`src/rtl/bp_dcache_req_arbiter.sv`:
```
`default_nettype none
// ============================================================================
// Module   : bp_dcache_req_arbiter
// Brief    : Two-requester D$ port arbiter with a one-entry output buffer,
//            a load credit counter and an in-order response ID FIFO.
//            Optional macro BP_DCACHE_ARB_FIXED_PRIO_EN: port 0 has fixed priority.
// Revision : 1.0 - initial release
// ============================================================================
module bp_dcache_req_arbiter #(
    parameter int vaddr_width_p = 39,
    parameter int data_width_p  = 64,
    parameter int outstanding_p = 4
) (
    input  logic                          clk_i,
    input  logic                          reset_i,
    input  logic [1:0]                    req_v_i,
    output logic [1:0]                    req_ready_o,
    input  logic [1:0][3:0]               req_opcode_i,
    input  logic [1:0][vaddr_width_p-1:0] req_addr_i,
    input  logic [1:0][data_width_p-1:0]  req_data_i,
    output logic                          dcache_pkt_v_o,
    input  logic                          dcache_ready_i,
    output logic [3:0]                    dcache_opcode_o,
    output logic [vaddr_width_p-1:0]      dcache_addr_o,
    output logic [data_width_p-1:0]       dcache_data_o,
    input  logic                          dcache_data_v_i,
    input  logic [data_width_p-1:0]       dcache_data_i,
    output logic [1:0]                    resp_v_o,
    output logic [data_width_p-1:0]       resp_data_o,
    output logic                          err_o
);

    localparam int c_pw = $clog2(outstanding_p);
    localparam int c_cw = c_pw + 1;
    localparam logic [c_cw-1:0] c_max_credits = c_cw'(outstanding_p);
    localparam logic [c_cw-1:0] c_credit_one  = c_cw'(1);
    localparam logic [c_pw:0]   c_ptr_one     = (c_pw + 1)'(1);

    typedef enum logic [0:0] {
        ST_EMPTY = 1'b0,
        ST_FULL  = 1'b1
    } buf_state_e;

    buf_state_e                 r_state;
    logic [3:0]                 r_opcode;
    logic [vaddr_width_p-1:0]   r_addr;
    logic [data_width_p-1:0]    r_data;
    logic                       r_owner;
    logic [c_cw-1:0]            r_credits;
    logic [c_pw:0]              r_wptr;
    logic [c_pw:0]              r_rptr;
    logic [outstanding_p-1:0]   r_id_mem;
    logic                       r_err;

    logic                       w_drain;
    logic                       w_space;
    logic                       w_credit_ok;
    logic [1:0]                 w_legal;
    logic [1:0]                 w_is_load;
    logic [1:0]                 w_elig;
    logic [1:0]                 w_grant;
    logic [1:0]                 w_drop;
    logic                       w_pick1;
    logic                       w_any_grant;
    logic                       w_sel;
    logic                       w_grant_load;
    logic                       w_fifo_empty;
    logic                       w_push;
    logic                       w_pop;
    logic                       w_head;

    assign w_drain     = (r_state == ST_FULL) & dcache_ready_i;
    assign w_space     = (r_state == ST_EMPTY) | w_drain;
    assign w_credit_ok = (r_credits < c_max_credits);

    generate
        for (genvar gi = 0; gi < 2; gi++) begin : g_req
            // Legal: 0000-0110 (loads) and 10xx (stores)
            assign w_legal[gi]   = req_opcode_i[gi][3] ? ~req_opcode_i[gi][2]
                                                       : (req_opcode_i[gi] != 4'b0111);
            assign w_is_load[gi] = w_legal[gi] & ~req_opcode_i[gi][3];
            assign w_elig[gi]    = req_v_i[gi] & w_legal[gi] & w_space
                                 & (~w_is_load[gi] | w_credit_ok);
            assign w_drop[gi]    = req_v_i[gi] & ~w_legal[gi] & ~w_grant[1-gi];
        end
    endgenerate

`ifdef BP_DCACHE_ARB_FIXED_PRIO_EN
    assign w_pick1 = ~w_elig[0];
`else
    logic r_last;

    // Port 1 wins a tie only when port 0 took the previous grant
    assign w_pick1 = ~w_elig[0] | ~r_last;

    always_ff @(posedge clk_i) begin
        if (reset_i) begin
            r_last <= 1'b1;
        end else if (w_any_grant) begin
            r_last <= w_sel;
        end
    end
`endif

    assign w_grant[1]   = w_elig[1] & w_pick1;
    assign w_grant[0]   = w_elig[0] & ~w_grant[1];
    assign w_any_grant  = |w_grant;
    assign w_sel        = w_grant[1];
    assign w_grant_load = w_any_grant & w_is_load[w_sel];
    assign req_ready_o  = w_grant | w_drop;

    assign w_fifo_empty = (r_wptr == r_rptr);
    assign w_push       = w_drain & ~r_opcode[3];
    assign w_pop        = dcache_data_v_i & ~w_fifo_empty;
    assign w_head       = r_id_mem[r_rptr[c_pw-1:0]];

    assign dcache_pkt_v_o  = (r_state == ST_FULL);
    assign dcache_opcode_o = r_opcode;
    assign dcache_addr_o   = r_addr;
    assign dcache_data_o   = r_data;
    assign resp_v_o        = {w_pop & w_head, w_pop & ~w_head};
    assign resp_data_o     = dcache_data_i;
    assign err_o           = r_err;

    always_ff @(posedge clk_i) begin
        if (reset_i) begin
            r_state   <= ST_EMPTY;
            r_opcode  <= '0;
            r_addr    <= '0;
            r_data    <= '0;
            r_owner   <= 1'b0;
            r_credits <= '0;
            r_wptr    <= '0;
            r_rptr    <= '0;
            r_id_mem  <= '0;
            r_err     <= 1'b0;
        end else begin
            case (r_state)
                ST_EMPTY: begin
                    if (w_any_grant) begin
                        r_state <= ST_FULL;
                    end
                end
                ST_FULL: begin
                    if (w_drain && !w_any_grant) begin
                        r_state <= ST_EMPTY;
                    end
                end
                default: r_state <= ST_EMPTY;
            endcase

            if (w_any_grant) begin
                r_opcode <= req_opcode_i[w_sel];
                r_addr   <= req_addr_i[w_sel];
                r_data   <= req_data_i[w_sel];
                r_owner  <= w_sel;
            end

            if (w_push) begin
                r_id_mem[r_wptr[c_pw-1:0]] <= r_owner;
                r_wptr                     <= r_wptr + c_ptr_one;
            end
            if (w_pop) begin
                r_rptr <= r_rptr + c_ptr_one;
            end

            // A spurious response (empty FIFO) must not return a credit
            case ({w_grant_load, w_pop})
                2'b10:   r_credits <= r_credits + c_credit_one;
                2'b01:   r_credits <= r_credits - c_credit_one;
                default: r_credits <= r_credits;
            endcase

            if ((|w_drop) || (dcache_data_v_i && w_fifo_empty)) begin
                r_err <= 1'b1;
            end
        end
    end

endmodule
`default_nettype wire

```
`config.mk`:
```
export PLATFORM = sky130hd
export DESIGN_NAME = bp_dcache_req_arbiter
export DESIGN_NICKNAME = d
export VERILOG_FILES = /design/src/rtl/bp_dcache_req_arbiter.sv
export SDC_FILE = /design/constraint.sdc
export NUM_CORES = 1
export LEC_CHECK = 0
export ABC_AREA = 0
export CORE_AREA = 2 2 182 184
export CTS_BUF_LIST = sky130_fd_sc_hd__clkbuf_8
export DETAILED_ROUTE_END_ITERATION = 10
export DIE_AREA = 0 0 184 186
export GPL_TIMING_DRIVEN = 0
export PLACE_DENSITY_LB_ADDON = 0.05
export SKIP_LAST_GASP = 1
export SYNTH_ARGS = -nofsm -noshare
export SYNTH_HDL_FRONTEND = slang
export SYNTH_SLANG_ARGS = --single-unit
```
`constraint.sdc`:
```
create_clock -name clk_i -period 3.4 [get_ports clk_i]
set_input_delay 1.02 -clock clk_i [delete_from_list [all_inputs] [get_ports clk_i]]
set_output_delay 1.02 -clock clk_i [all_outputs]
set_load 0.005 [all_outputs]
```
* Word-level counts from Yosys, hierarchy flattened
Cells that the tools add are included.
** Cells by class
- Add/subtract/negate cells :: 4
- Order comparisons :: 5
- Eq/ne operators :: 5
- Mux-type cells :: 19
- Bitwise operators :: 41
- Reductions and logical operators :: 8
** Operators with widths (number)
- 64-bit two-way mux :: 2
- 39-bit two-way mux :: 2
- 1-bit AND :: 20
- 1-bit NOT :: 16
- 3-bit by 1-bit adder with 3-bit output (second input constant) :: 3
- 1-bit two-way mux :: 8
- 4-bit two-way mux :: 2
- 4-bit by 3-bit != test with 1-bit output (second input constant) :: 2
- 2-bit by 3-bit less-than comparator with 1-bit output (second input constant) :: 2
- 3-bit case mux with 2 select lines :: 1
- 4-bit bitwise mux :: 1
- 1-bit OR :: 4
- 2-bit OR reduction :: 2
- 3-bit equality test :: 1
- 1-bit logical AND :: 3
- 3-bit less-than comparator (second input constant) :: 1
- 3-bit by 1-bit subtractor with 3-bit output (second input constant) :: 1
- 1-bit binary-select mux with 2-bit select :: 1
- 1-bit demux with 2-bit select :: 1
- 2-bit by 1-bit equality test with 1-bit output (second input constant) :: 1
- 2-bit equality test (second input constant) :: 1
- 2-bit by 1-bit >= comparator with 1-bit output (second input constant) :: 1
- 1-bit by 2-bit less-than comparator with 1-bit output (second input constant) :: 1
- 2-bit OR :: 1
- other kinds (4) :: 4
** Storage, ports and cells
- Bits in registers :: 124
- Input port bits :: 284
- Output and inout port bits :: 177
- Word-level logic and storage cells :: 93

* Depth between registers and ports, before layout
Gate-level depths: netlist of run 1.
- Depth in word-level cells :: 16
- Depth in mapped cells :: 12
- Depth with buffers taken out :: 10

* Least setup slack after synthesis of run 1
No wires, ideal clock.
- Path kind :: input-to-reg
- From :: input req_opcode_i[4] (netlist name)
- To :: register r_credits[2]
- Library setup time :: 71 ps
- Data arrival time :: 3263 ps
- Required time :: 3329 ps
- Path slack :: 66 ps
- Cell stages on the path :: 12
- Buffers on the path :: 2
- Cells stage by stage :: a21oi_1 -> o2111ai_2 -> a21o_1 -> buf_4 -> buf_8 -> nor3_1 -> a21oi_1 -> ha_1 -> fa_1 -> xnor2_1 -> or3_1 -> a21oi_1
** On the way
- Word-level cells in the longest chain between the ends :: 13
- Elaborated cells on any way between the ends :: 19
- Classes of those cells :: 3 x eq/ne; 4 x mux; 10 x bitwise; 2 x reduce/logical
** Ends and longest elaborated chain
- start: declaration :: line 18 : input logic [1:0][3:0] req_opcode_i,
- 4-bit by 3-bit != test with 1-bit output (*) :: line 80 : : (req_opcode_i[gi] != 4'b0111);
- 1-bit two-way mux (*) :: line 79 : assign w_legal[gi] = req_opcode_i[gi][3] ? ~req_opcode_i[gi][2]
- 1-bit AND :: line 81 : assign w_is_load[gi] = w_legal[gi] & ~req_opcode_i[gi][3];
- 1-bit NOT :: line 83 : & (~w_is_load[gi] | w_credit_ok);
- 1-bit OR :: line 83
- 1-bit AND :: line 83
- 1-bit AND :: line 105 : assign w_grant[1] = w_elig[1] & w_pick1;
- 1-bit NOT :: line 106 : assign w_grant[0] = w_elig[0] & ~w_grant[1];
- 1-bit AND :: line 106
- 2-bit OR reduction :: line 107 : assign w_any_grant = |w_grant;
- 1-bit AND (*) :: line 109 : assign w_grant_load = w_any_grant & w_is_load[w_sel];
- 2-bit by 1-bit equality test with 1-bit output / 2-bit equality test (equally long branches) :: line 168 : case ({w_grant_load, w_pop})
- 3-bit case mux with 2 select lines / 2-bit nonzero test (equally long branches)
- end signal: assignment :: line 169 : 2'b10: r_credits <= r_credits + c_credit_one;
- end signal: assignment :: line 170 : 2'b01: r_credits <= r_credits - c_credit_one;
- end signal: assignment :: line 171 : default: r_credits <= r_credits;
- end: declaration :: line 49 : logic [c_cw-1:0] r_credits;
Every way passes the cells marked *; elsewhere a longest branch is shown, timed or not. The select of a mux whose other input is x is not followed.
A chain may end at the register's enable or synchronous reset.

* Final worst setup path of run 1
- From :: input req_opcode_i[5] (netlist name)
- To :: output req_ready_o[1]
** On the way
- Word-level cells in the longest chain between the ends :: 12
- Elaborated cells on any way between the ends :: 16
- Classes of those cells :: 1 x eq/ne; 1 x mux; 14 x bitwise
** Ends and longest elaborated chain
- 4-bit by 3-bit != test with 1-bit output (*) :: line 80
- 1-bit two-way mux (*) :: line 79
- 1-bit AND :: line 81
- 1-bit NOT :: line 83
- 1-bit OR :: line 83
- 1-bit AND :: line 83
- 1-bit AND :: line 105
- 1-bit NOT :: line 106
- 1-bit AND :: line 106
- 1-bit NOT :: line 84 : assign w_drop[gi] = req_v_i[gi] & ~w_legal[gi] & ~w_grant[1-gi];
- 1-bit AND :: line 84
- 2-bit OR (*) :: line 110 : assign req_ready_o = w_grant | w_drop;
- end: declaration :: line 17 : output logic [1:0] req_ready_o,
Every way passes the cells marked *; elsewhere a longest branch is shown, timed or not.

==> metrics.txt, run 1 <==
CP endpoint kind output port; clk_lat worst skew 450 ps; ys flop type dfxtp_1; Overflow after GRT 0; mux share of post-synthesis cell area 0.673%; Final GP Congestion 0.716; first-pass GRT wire length 42.1 mm; # Max-Cap Violations 0; simple-gate portion of the synthesized area 22.4%; Internal 3.37 mW; Power Dens Cells 421 mW/mm²; critical path class in2out; final hold violation count 0; WP buf/inv 5; Crit Path Max Fanout 2; gr busiest metal met2; initial antenna violation count 7; Routed Antenna Nets 0; final hold slack 459 ps; Setup crit start req_opcode_i[5]; largest net degree at the start of global routing 17; Root Buffer clkbuf_8; Final Slew Violations 0; worst slew pin tran 840 ps; Compound-Gate Fraction of Synth Area 21.6%; Iter 0 DRT Violations 234; leakage 4.45 nW; yosys warns 0; Post-Synth Adder-Cell Area 1.50%; Net Sw Power 1.44 mW; CP delay by family, top buffers and inverters; Final Cycle Share 98.4%; GR Layer Usage met1 19.9%; Starting Density 19.6%; Worst-path clk slew 80 ps; placed cell count 1,566; # fillers 3,381; cells along the critical path clkdlybuf4s15_1 -> a21oi_4 -> o2111ai_4 -> a21o_1 -> buf_6 -> buf_12 -> buf_8 -> nand2_1 -> buf_2; Max stage delay on crit path 240 ps; status finished, final reports clean; CTS tree done; startpoint types input pin; CP Data Required Time 2380 ps; CORE AREA 0.0322 mm²; Setup Skew 12.7 ps; Peak VDD IR 213 µV; ranking of synthesized cells by area dfxtp_1 39%, nand2_1 13%, a311oi_2 10%; DP HPWL 22.0 mm; syn_nets 1,054; fraction of registers with async set/reset 0%; grt met2 use 27.3%; Highest Clock Rate 299 MHz; Gate power share 30.7%; Sw Ratio 29.9%; Vias/cell 4.29; Setup TNS 0 ps; Sink Count 124; Clk pwr share 33.8%; Vias 6,923; DIE AREA 0.0342 mm²; CP max-delay cell clkdlybuf4s15_1; Syn-to-layout area delta 80.8%; Synth Area per Inst 8.28 µm²; Pwr Total 4.81 mW; Residual DRC 0; Synth Area in XOR/XNOR 1.25%; synthesized area 0.00632 mm²; drt total wl 29.3 mm; GR Util All Layers 16.3%; share of the synthesized area in the top cell type 39.3%; EDFF count, synth 0; Final setup viols 0; Tmin final 3350 ps; synth unique cells 34; Tightest Hold Check Type reg2reg; Non-Filler Instances 1,615; Reg power frac 35.4%; post-synth top area cell dfxtp_1; Seq/Total Area, Yosys 39.3%; vias in the first global route 6,898; Hold-fix buffers, CTS 0; Synth Register Bits 124; RR Startpoint r_credits[2]$_SDFFE_PP0P_; CTS Buf Count 17; layout cell share with drive strength beyond 1 18.8%; Ports 461; Die Wd 184 µm; Post-Synthesis Cells 763; drt wl/cell 18.1 µm; number of I/O port buffers 395; main combinational cell family by area after synthesis simple AND/OR/NAND/NOR gates; row count 66; WP data arrival 2330 ps; height of the die 186 µm; HP Start r_id_mem[0]$_SDFFE_PP0P_; M3 GR Usage 5.22%; Nets 1,481; clk buf depth 2; first-pass iteration count of the detailed router 6; Max-slew headroom 44.0%; H-tree levels 4
-- per-stage QoR --
stage	instance area (µm²)	setup slack, ps	utilization, %
after CTS	11400	8.05	35.4
after floorplan	6320	65.9	-
after global routing	11400	-18.9	35.5
after detailed placement	10800	-926	33.5
after global placement	10800	-975	33.5
final	11400	53.6	35.5
-- placed cells by master, fill, tap and decap left out, types with 5 or more instances in the layout --
cell type / n
clkbuf_8: 19
nand2_2: 11
buf_2: 30
a311oi_2: 42
nand3_1: 7
buf_6: 5
clkdlybuf4s50_1: 382
nor2_1: 118
ha_1: 6
nand2_1: 220
buf_4: 81
a21oi_1: 9
bufinv_16: 5
clkbuf_1: 14
xnor2_1: 6
dfxtp_1: 124
a311oi_1: 65
dlygate4sd2_1: 5
-- layout make-up --
cell class / instances / area (µm²) / share of cell area [%]
repair buffers: 408 / 4020 / 35.2
multi-input cells: 510 / 3060 / 26.8
flip-flops and latches: 124 / 2480 / 21.7
plain buffers: 124 / 845 / 7.39
well taps: 408 / 510 / 4.47
clock buffers: 19 / 262 / 2.29
clock inverters: 13 / 213 / 1.86
inverters: 5 / 18.8 / 0.164
diodes: 4 / 10.0 / 0.0876
-- repair_timing --
item                       in CTS  in global routing
setup endpoints to repair       4                  4
resized for setup              37                 11
gates cloned                    0                  0
pin swaps                       5                  1
setup buffers                  11                  2
-- registers in the layout, indices dropped and copies added (netlist names) --
register         cells
err_o                1
r_credits            3
dcache_addr_o       39
r_owner              1
r_rptr               3
dcache_pkt_v_o       1
dcache_opcode_o      4
dcache_data_o       64
r_id_mem             4
r_last               1
r_wptr               3
-- power by group through the flow --
stage                     Sequential [mW]  Clock (mW)  Combinational, mW
after floorplan                      1.74           0              0.610
after global placement               1.73           0               1.48
after detailed placement             1.74           0               1.47
after CTS                            1.71        1.70               1.50
after global routing                 1.73        1.75               1.61
final                                1.71        1.63               1.48
-- Yosys cell counts (2+ instances only) --
library cell and n:
nor2_1 119, nand2_1 220, xor2_1 3, a311oi_1 65
a31oi_1 2, dfxtp_1 124, buf_2 30, inv_1 5
buf_4 69, a21oi_1 11, clkbuf_1 14, o2111ai_2 2
a311oi_2 42, buf_1 4, nand2_2 11, nand3_1 7
nand2b_1 2, buf_6 5, mux2i_1 2, ha_1 6
xnor2_1 6, buf_8 2
-- worst paths after layout --
kind,depth (start not counted),slack (ps),to
setup reg to reg,13,520,r_credits[2]$_SDFFE_PP0P_
hold / removal,2,460,r_id_mem[0]$_SDFFE_PP0P_
hold reg to reg,2,460,r_id_mem[0]$_SDFFE_PP0P_
setup / recovery,9,50,req_ready_o[1]
-- per-layer routing --
| layer | share of wire [%] | wire length, µm |
|---|---|---|
| met1 | 42 | 12400 |
| met2 | 48 | 14100 |
| met3 | 8.1 | 2370 |
| met4 | 1.3 | 370 |
| met5 | 0.092 | 27 |
-- worst reg2reg max path: cells and delay by family, from the launching register on --
kind / cells / cell delay, ps
adders and majority gates: 2 / 600
and+or+nand+nor: 3 / 580
AOI/OAI and AO/OA: 4 / 580
DFF: 1 / 480
buffers and inverters: 3 / 430
xor gates and xnor gates: 1 / 150
-- cells by family (layout without fill, tap and decap cells) --
family,after synthesis,count (layout)
multiplexers,3,3
XOR/XNOR,9,9
other,0,4
buffers and inverters,129,569
AND/OR/NAND/NOR,363,363
AO/OA/AOI/OAI,128,128
adder cells (fa/ha/maj),7,7
flip-flops,124,124
Note: power is estimated with default switching activity, not from simulation.
==> run 2, diff against run 1 <==
--- a/config.mk
+++ b/config.mk
@@ -17,2 +17,3 @@
 export SYNTH_HDL_FRONTEND = slang
 export SYNTH_SLANG_ARGS = --single-unit
+export TNS_END_PERCENT = 1
==> constraint.sdc (replaced) <==
create_clock -name clk_i -period 3.4 [get_ports clk_i]
set_input_delay 0.51 -clock clk_i [delete_from_list [all_inputs] [get_ports clk_i]]
set_output_delay 0.51 -clock clk_i [all_outputs]
set_load 0.005 [all_outputs]
==> metrics.txt, run 2 (synthesized netlist as in run 1, its figures left out) <==
status finished, final reports clean; Final GP Congestion 0.716; RR Startpoint dcache_pkt_v_o$_SDFF_PP0_; Starting Density 19.6%; Crit Path Max Fanout 10; GR Util All Layers 16.0%; Tmin final 3250 ps; Routed Antenna Nets 0; drt wl/cell 18.0 µm; post-route cell area 0.0113 mm²; Pwr Total 4.78 mW; Hold-fix buffers, CTS 0; critical path class in2out; vias in the first global route 6,795; Vias/cell 4.28; Final setup viols 0; max reg flops 64; PnR worst setup slack 147 ps; layout cell share with drive strength beyond 1 16.7%; clk buf depth 2; post-layout util 35.0%; drt total wl 28.8 mm; DIE AREA 0.0342 mm²; first-pass GRT wire length 41.6 mm; final hold violation count 0; Power Dens Cells 424 mW/mm²; Tightest Hold Check Type reg2reg; CP Data Required Time 2890 ps; CP endpoint kind output port; most frequent cells in the layout 395 x clkdlybuf4s50_1, 220 x nand2_1, 124 x dfxtp_1; Worst-path clk slew 80 ps; unrepaired setup endpoints after global routing false; Root Buffer clkbuf_8; DP HPWL 22.0 mm; Worst R2R End r_credits[2]$_SDFFE_PP0P_; largest net degree at the start of global routing 17; WHS Path Cells 2; leakage 4.35 nW; final hold slack 459 ps; Worst Hold Endpoint r_id_mem[0]$_SDFFE_PP0P_; initial antenna violation count 7; Max-slew headroom 45.0%; Non-Filler Instances 1,602; Sink Count 124; startpoint types input pin; Syn-to-layout area delta 78.5%; clk_lat worst skew 450 ps; R2R setup slack 550 ps; Nets 1,468; CORE AREA 0.0322 mm²; Setup Skew 11.8 ps; Peak VDD IR 212 µV; Residual DRC 0; Iter 0 DRT Violations 221; Setup Fix Bufs, Post-CTS 0; Highest Clock Rate 307 MHz; Ports 461; placed cell count 1,566; H-tree levels 4; Final Slew Violations 0; row count 66; CTS tree done; worst r2r path cells 12; Post-Place Setup Slack -234 ps; Final Cycle Share 95.7%; HP Start r_id_mem[0]$_SDFFE_PP0P_; Overflow after GRT 0; Setup TNS 0 ps; # resized after CTS 0; # Max-Cap Violations 0; worst slew pin tran 825 ps; CTS Buf Count 17; Vias 6,850; height of the die 186 µm; first-pass iteration count of the detailed router 4; WP data arrival 2740 ps; commonest non-fill, non-tap cell in the layout clkdlybuf4s50_1; number of I/O port buffers 395; Post-DP Area 0.0108 mm²; Die Wd 184 µm
[run 2: changes by cell type in the layout (fill, tap and decap cells not counted), moves of 3 or more]
cell / change
dlygate4sd2_1: -5
nand2b_4: -3
clkdlybuf4s50_1: +13
buf_4: -12
inv_2: -3
inv_1: +3
clkbuf_2: -4
[run 2: worst max path at each step]
stage | slack (ps) | start | endpoint
after floorplan | 580 | req_opcode_i[4] | r_credits[2]$_SDFFE_PP0P_
after CTS | 80 | dcache_ready_i | req_ready_o[1]
final | 150 | req_opcode_i[4] | req_ready_o[1]
after global routing | 30 | req_opcode_i[4] | req_ready_o[1]
after global placement | -270 | dcache_ready_i | r_credits[2]$_SDFFE_PP0P_
after detailed placement | -230 | dcache_ready_i | r_credits[2]$_SDFFE_PP0P_
[run 2: cell type report]
type,instances,area [µm²]
well taps,408,510
plain buffers,124,822
multi-input cells,510,3010
clock buffers,19,262
inverters,5,18.8
repair buffers,395,3950
flip-flops and latches,124,2480
fillers,3379,20900
diodes,4,10.0
clock inverters,13,213
[run 2: layer usage]
metal / wire length, µm / vias to the layer above / track usage [%]
li1: - / 3388 / -
met1: 12200 / 3167 / 19.7
met2: 13800 / 266 / 26.9
met3: 2330 / 25 / 5.22
met4: 374 / 4 / 4.45
met5: 27 / - / 0
[run 2: worst max-delay path: stages]
cell and delay, ps:
clkdlybuf4s50_1 440, a21oi_1 310, o2111ai_4 200, a21o_1 200, buf_4 170, buf_8 160, buf_6 150, nand2_1 70
clkdlybuf4s50_1 510
[run 2: power breakdown]
part	switching (mW)	internal (mW)	leakage, nW
Combinational	0.626	0.823	3.10
Clock	0.708	0.919	0.229
Sequential	0.0924	1.61	1.03
